**src/rtl/core_ifetch_if.sv**
```systemverilog
// Instruction-memory read channel: address request and read data, each with valid/ready.
interface core_ifetch_if;
  logic        arvalid;
  logic        arready;
  logic [31:0] araddr;
  logic        rvalid;
  logic        rready;
  logic [31:0] rdata;

  modport master (
    output arvalid, araddr, rready,
    input  arready, rvalid, rdata
  );

  modport slave (
    input  arvalid, araddr, rready,
    output arready, rvalid, rdata
  );
endinterface

```
**src/rtl/core_ifetch.sv**
```systemverilog
// RV32I instruction fetch: PC, single-outstanding imem read, IF/ID register with stall and flush/redirect.
module core_ifetch #(
  parameter logic [31:0] RESET_PC  = 32'h0000_0000,
  parameter logic [31:0] NOP_INSTR = 32'h0000_0013
) (
  input  logic          CLK,
  input  logic          NRST,
  input  logic          STALL,
  input  logic          FLUSH,
  input  logic [31:0]   REDIRECT_PC,
  core_ifetch_if.master imem,
  output logic [31:0]   INSTRUCTION,
  output logic [31:0]   ID_PC,
  output logic          ID_VALID
);

  typedef enum logic [1:0] {
    S_RESET,
    S_ADDR,
    S_DATA
  } state_t;

  localparam logic [31:0] ALIGN_MASK = 32'hFFFF_FFFC;

  state_t      state, state_n;
  logic [31:0] pc, pc_n;
  logic [31:0] araddr, araddr_n;
  logic        drop, drop_n;
  logic [31:0] instr_n, id_pc_n;
  logic        id_valid_n;
  logic        rready, a_fire, r_fire, capture;

  always_comb begin
    rready  = (state == S_DATA) && (drop || FLUSH || !STALL);
    a_fire  = (state == S_ADDR) && imem.arready;
    r_fire  = rready && imem.rvalid;
    capture = r_fire && !drop && !FLUSH;
  end

  assign imem.arvalid = (state == S_ADDR);
  assign imem.araddr  = araddr;
  assign imem.rready  = rready;

  always_comb begin
    state_n    = state;
    pc_n       = pc;
    araddr_n   = araddr;
    drop_n     = drop;
    instr_n    = INSTRUCTION;
    id_pc_n    = ID_PC;
    id_valid_n = ID_VALID;

    if (FLUSH) pc_n = REDIRECT_PC & ALIGN_MASK;

    unique case (state)
      S_RESET: begin
        state_n  = S_ADDR;
        araddr_n = pc_n;
      end
      S_ADDR: begin
        // The address already on the bus stays put; its eventual response is discarded.
        if (FLUSH) drop_n = 1'b1;
        if (a_fire) state_n = S_DATA;
      end
      S_DATA: begin
        if (r_fire) begin
          if (capture) begin
            instr_n    = imem.rdata;
            id_pc_n    = araddr;
            id_valid_n = 1'b1;
            pc_n       = araddr + 32'd4;
          end else begin
            drop_n = 1'b0;
          end
          state_n  = S_ADDR;
          araddr_n = pc_n;
        end else if (FLUSH) begin
          drop_n = 1'b1;
        end
      end
      default: state_n = S_RESET;
    endcase

    if (FLUSH) begin
      id_valid_n = 1'b0;
      instr_n    = NOP_INSTR;
    end else if (!STALL && !capture) begin
      id_valid_n = 1'b0;
      instr_n    = NOP_INSTR;
    end
  end

  always_ff @(posedge CLK or negedge NRST) begin
    if (!NRST) begin
      state       <= S_RESET;
      pc          <= RESET_PC & ALIGN_MASK;
      araddr      <= RESET_PC & ALIGN_MASK;
      drop        <= 1'b0;
      INSTRUCTION <= NOP_INSTR;
      ID_PC       <= '0;
      ID_VALID    <= 1'b0;
    end else begin
      state       <= state_n;
      pc          <= pc_n;
      araddr      <= araddr_n;
      drop        <= drop_n;
      INSTRUCTION <= instr_n;
      ID_PC       <= id_pc_n;
      ID_VALID    <= id_valid_n;
    end
  end

endmodule

```
**src/flat_wrapper.sv**
```systemverilog
// flat-port wrapper written by rule: the top's interface ports become plain ports
module core_ifetch_flat 
#(
  parameter logic [31:0] RESET_PC  = 32'h0000_0000,
  parameter logic [31:0] NOP_INSTR = 32'h0000_0013
)
  (CLK, NRST, STALL, FLUSH, REDIRECT_PC, INSTRUCTION, ID_PC, ID_VALID, imem_arvalid, imem_araddr, imem_rready, imem_arready, imem_rvalid, imem_rdata);
  core_ifetch_if imem_i ();
  input  logic CLK;
  input  logic NRST;
  input  logic STALL;
  input  logic FLUSH;
  input  logic [31:0] REDIRECT_PC;
  output logic [31:0] INSTRUCTION;
  output logic [31:0] ID_PC;
  output logic ID_VALID;
  output wire logic [$bits(imem_i.arvalid)-1:0] imem_arvalid;
  output wire logic [$bits(imem_i.araddr)-1:0] imem_araddr;
  output wire logic [$bits(imem_i.rready)-1:0] imem_rready;
  input wire logic [$bits(imem_i.arready)-1:0] imem_arready;
  input wire logic [$bits(imem_i.rvalid)-1:0] imem_rvalid;
  input wire logic [$bits(imem_i.rdata)-1:0] imem_rdata;
  assign imem_arvalid = imem_i.arvalid;
  assign imem_araddr = imem_i.araddr;
  assign imem_rready = imem_i.rready;
  assign imem_i.arready = imem_arready;
  assign imem_i.rvalid = imem_rvalid;
  assign imem_i.rdata = imem_rdata;
  core_ifetch #(.RESET_PC(RESET_PC), .NOP_INSTR(NOP_INSTR)) u_core (.CLK(CLK), .NRST(NRST), .STALL(STALL), .FLUSH(FLUSH), .REDIRECT_PC(REDIRECT_PC), .imem(imem_i), .INSTRUCTION(INSTRUCTION), .ID_PC(ID_PC), .ID_VALID(ID_VALID));
endmodule
```
**config.mk**
```make
export PLATFORM = sky130hd
export DESIGN_NAME = core_ifetch_flat
export DESIGN_NICKNAME = d
export VERILOG_FILES = /design/src/rtl/core_ifetch_if.sv /design/src/rtl/core_ifetch.sv /design/src/flat_wrapper.sv
export SDC_FILE = /design/constraint.sdc
export NUM_CORES = 1
export LEC_CHECK = 0
export ABC_AREA = 1
export CAP_MARGIN = 5
export CORE_MARGIN = 10
export CORE_UTILIZATION = 52
export CTS_CLUSTER_DIAMETER = 120
export DETAILED_ROUTE_END_ITERATION = 8
export PLACE_DENSITY = 0.83
export SYNTH_ARGS = -nofsm -noshare
export SYNTH_HDL_FRONTEND = slang
export SYNTH_SLANG_ARGS = --single-unit
```
**constraint.sdc**
```tcl
create_clock -name CLK -period 3 [get_ports CLK]
set_input_delay 0.3 -clock CLK [delete_from_list [all_inputs] [get_ports CLK]]
set_output_delay 0.3 -clock CLK [all_outputs]
set_load 0.02 [all_outputs]
```
==> insert_results.sql <==
INSERT INTO impl_metrics (metric_group, metric, value, unit) VALUES
('power', 'vdd.ir_drop.worst', '0.532', 'mV'),
('setup_path', 'worst_path_max_delay_cell', 'inv_1', ''),
('sta', 'timing.final.crit_share', '78.5', '%'),
('detailed_routing', 'count_of_nets_left_with_antenna_violations_after_detail_routing', '0', ''),
('clock_tree', 'cts_setup_buffers', '0', ''),
('grt', 'grt_antenna_before_repair', '0', ''),
('setup_path', 'path_cells', 'inv_1 > ha_1 > inv_1 > a21oi_2 > nand2_1 > nand2_2 > inv_1 > nand2_1 > o21ai_1', ''),
('setup_path', 'crit_path_max_fanout', '23', ''),
('sta', 'setup_slack', '0.645', 'ns'),
('floorplanning', 'die-width', '129', 'um'),
('setup_path', 'worst-endpoint-arrival', '2.63', 'ns'),
('clock_tree', 'postCtsHoldBufs', '1', ''),
('clock_tree', 'post_cts.resized_instances', '0', ''),
('sta', 'timing.max_slew.rel_slack', '50.6', '%'),
('min_path', 'min-delay-start', 'imem_rdata[4]', ''),
('sta', 'worst_slew_pin_slew', '0.741', 'ns'),
('placement', 'placed_cells', '980', ''),
('sta', 'finalMaxSlewViolations', '0', ''),
('synth', 'synth.largest_area_cell', 'dfrtp_1', ''),
('synth', 'postSynthRegisterBits', '132', ''),
('grt', 'grt_use_total', '22.8', '%'),
('grt', 'gr-total-overflow', '0', ''),
('sta', 'final_period_minus_worst_setup_slack', '2.36', 'ns'),
('power', 'static-leakage-power', '3.83', 'nW'),
('synth', 'synth_area_leaders', 'dfrtp_1 53%, nand2_1 12%, o21ai_0 4.6%', ''),
('synth', 'post_synth_instance_area', '6140', 'um2'),
('clock_tree', 'clkSinkCount', '132', ''),
('floorplanning', 'floorplan.die_area', '16600', 'um2'),
('synth', 'syn_avg_cell_area', '8.81', 'um2'),
('floorplanning', 'start_util', '53.3', '%'),
('power', 'fin_total_pwr', '7.40', 'mW'),
('sta', 'skew', '0.00724', 'ns'),
('setup_path', 'criticalPathCategory', 'reg -> reg', ''),
('min_path', 'timing.hold.worst_path_depth', '2', ''),
('power', 'power.density_cell_area', '872', 'nW/um2'),
('sta', 'totalNegativeSetupSlack', '0', 'ns'),
('placement', 'numPortBuffers', '166', ''),
('sta', 'report.final.setup_viol', '0', ''),
('detailed_routing', 'detail_route.wirelength', '18.6', 'mm'),
('placement', 'gpl.final_weighted_congestion', '0.890', ''),
('placement', 'dpl-instance-area', '7900', 'um2'),
('floorplanning', 'floorplan.rows', '39', ''),
('clock_tree', 'cts_inserted_buffers', '17', ''),
('synth', 'synth_top_cell_area_share', '52.6', '%'),
('outcome', 'run_status', 'finished clean', ''),
('detailed_routing', 'routedWlPerCell', '18.4', 'um'),
('clock_tree', 'root_buffer', 'clkbuf_16', ''),
('clock_tree', 'clk-insertion-delay-late', '0.42', 'ns'),
('finish', 'finalNonFillerCells', '1013', ''),
('detailed_routing', 'vias', '5461', ''),
('detailed_routing', 'drcViolationCount', '0', ''),
('sta', 'fmax_achieved', '425', 'MHz'),
('synth', 'synthDistinctLibCells', '39', ''),
('floorplanning', 'io_pins', '169', ''),
('min_path', 'hold_class', 'in -> reg', ''),
('finish', 'flow.area_growth_from_synthesis', '38.1', '%'),
('finish', 'layout.nets', '931', ''),
('clock_tree', 'tritoncts', 'built', ''),
('synth', 'synth.net_count', '771', ''),
('setup_path', 'setup.reg_to_reg.worst_slack', '0.64', 'ns'),
('synth', 'asyncSetResetFlopFracSynth', '100', '%'),
('grt', 'global_route_wire_length_before_repair', '29.8', 'mm'),
('setup_path', 'timing.critical_path.buf_inv', '3', ''),
('synth', 'synth_sequential_area_ratio', '53.8', '%'),
('placement', 'post-place-ws', '0.585', 'ns'),
('placement', 'detailedPlacementHpwl', '13.1', 'mm'),
('grt', 'first_global_vias', '5521', ''),
('synth', 'ys.warnings.count', '0', ''),
('synth', 'synthesis.instances', '697', ''),
('synth', 'synth_top_flop_cell', 'dfrtp_1', ''),
('setup_path', 'critPathMostFrequentCell', 'inv_1', '');
layout by cell type, fill, tap and decap left out, types with 3 or more instances in the layout:
master	netlist	layout
a22o_1	29	29
clkinv_2	0	4
clkdlybuf4s50_1	0	165
nand3_1	42	42
buf_12	0	3
xor2_1	5	5
o211ai_1	10	10
clkbuf_16	0	17
o21ai_0	56	56
and2_1	3	3
nor3_1	5	5
a31oi_1	4	4
nand3_2	5	5
nand2_1	192	192
buf_4	1	5
nor2_2	3	4
o22a_1	3	3
dfrtp_1	129	129
dfstp_2	3	3
nand2_2	4	4
nor2_4	5	5
inv_1	50	50
nor2_1	59	58
a21oi_1	7	7
clkbuf_8	0	5
o21ai_1	10	10
or2_2	11	11
mux2i_1	10	10
ha_1	4	4
synthesized netlist by cell type (4+ instances only):
| cell type | instances |
|---|---|
| nand2_1 | 192 |
| dfrtp_1 | 129 |
| nor2_1 | 59 |
| o21ai_0 | 56 |
| inv_1 | 50 |
| nand3_1 | 42 |
| a22o_1 | 29 |
| buf_2 | 19 |
| or2_2 | 11 |
| clkbuf_1 | 10 |
| mux2i_1 | 10 |
| o211ai_1 | 10 |
| o21ai_1 | 10 |
| a21oi_1 | 7 |
| nand3_2 | 5 |
| nor2_4 | 5 |
| nor3_1 | 5 |
| xor2_1 | 5 |
| a31oi_1 | 4 |
| ha_1 | 4 |
| nand2_2 | 4 |
worst max path at each step:
stage | startpoint | end | slack [ns] | cells past startpoint
floorplan | u_core.state[0] | u_core.imem.araddr[9] | 1.26 | 10
global placement | FLUSH | u_core.imem.araddr[9] | 0.67 | 7
detailed placement | FLUSH | u_core.imem.araddr[9] | 0.59 | 7
CTS | u_core.state[0] | imem_rready | 0.64 | 5
global route | u_core.state[0] | u_core.imem.araddr[23] | 0.43 | 9
finish | u_core.state[0] | u_core.imem.araddr[23] | 0.64 | 9
power by group:
part / internal, mW / switching [mW]
combinational: 1.12 / 1.61
sequential: 2.22 / 0.455
clock: 1.24 / 0.758
routing by layer:
layer	wire length (um)	global-route usage [%]
met2	9590	38.7
met4	361	8.09
met1	7330	27.5
met3	1320	6.16
met5	0	0
registers in the layout (all words and copies together), names as in the netlist:
signal              cells
u_core.ID_PC           32
u_core.ID_VALID         1
u_core.INSTRUCTION     32
u_core.drop             1
u_core.imem.araddr     32
u_core.pc              32
u_core.state            2
kinds of logic (layout without fill, tap and decap cells):
logic type	count (synthesis)	after routing	synth area share (%)
simple gates	334	334	23.9
flops	132	132	53.8
compound gates	125	125	12.9
buf+inv	86	259	6.07
mux	10	10	1.63
xor+xnor	6	6	0.856
fa+ha+maj	4	4	0.815
layout make-up:
class | instances | area, um2
multi-input combinational | 479 | 2460
clock inverter | 8 | 73.8
inverter | 53 | 199
timing repair buffer | 174 | 1760
tap | 143 | 179
clock buffer | 24 | 502
sequential | 132 | 3310
fill | 841 | 3030
Note: power is estimated with default switching activity, not from simulation.
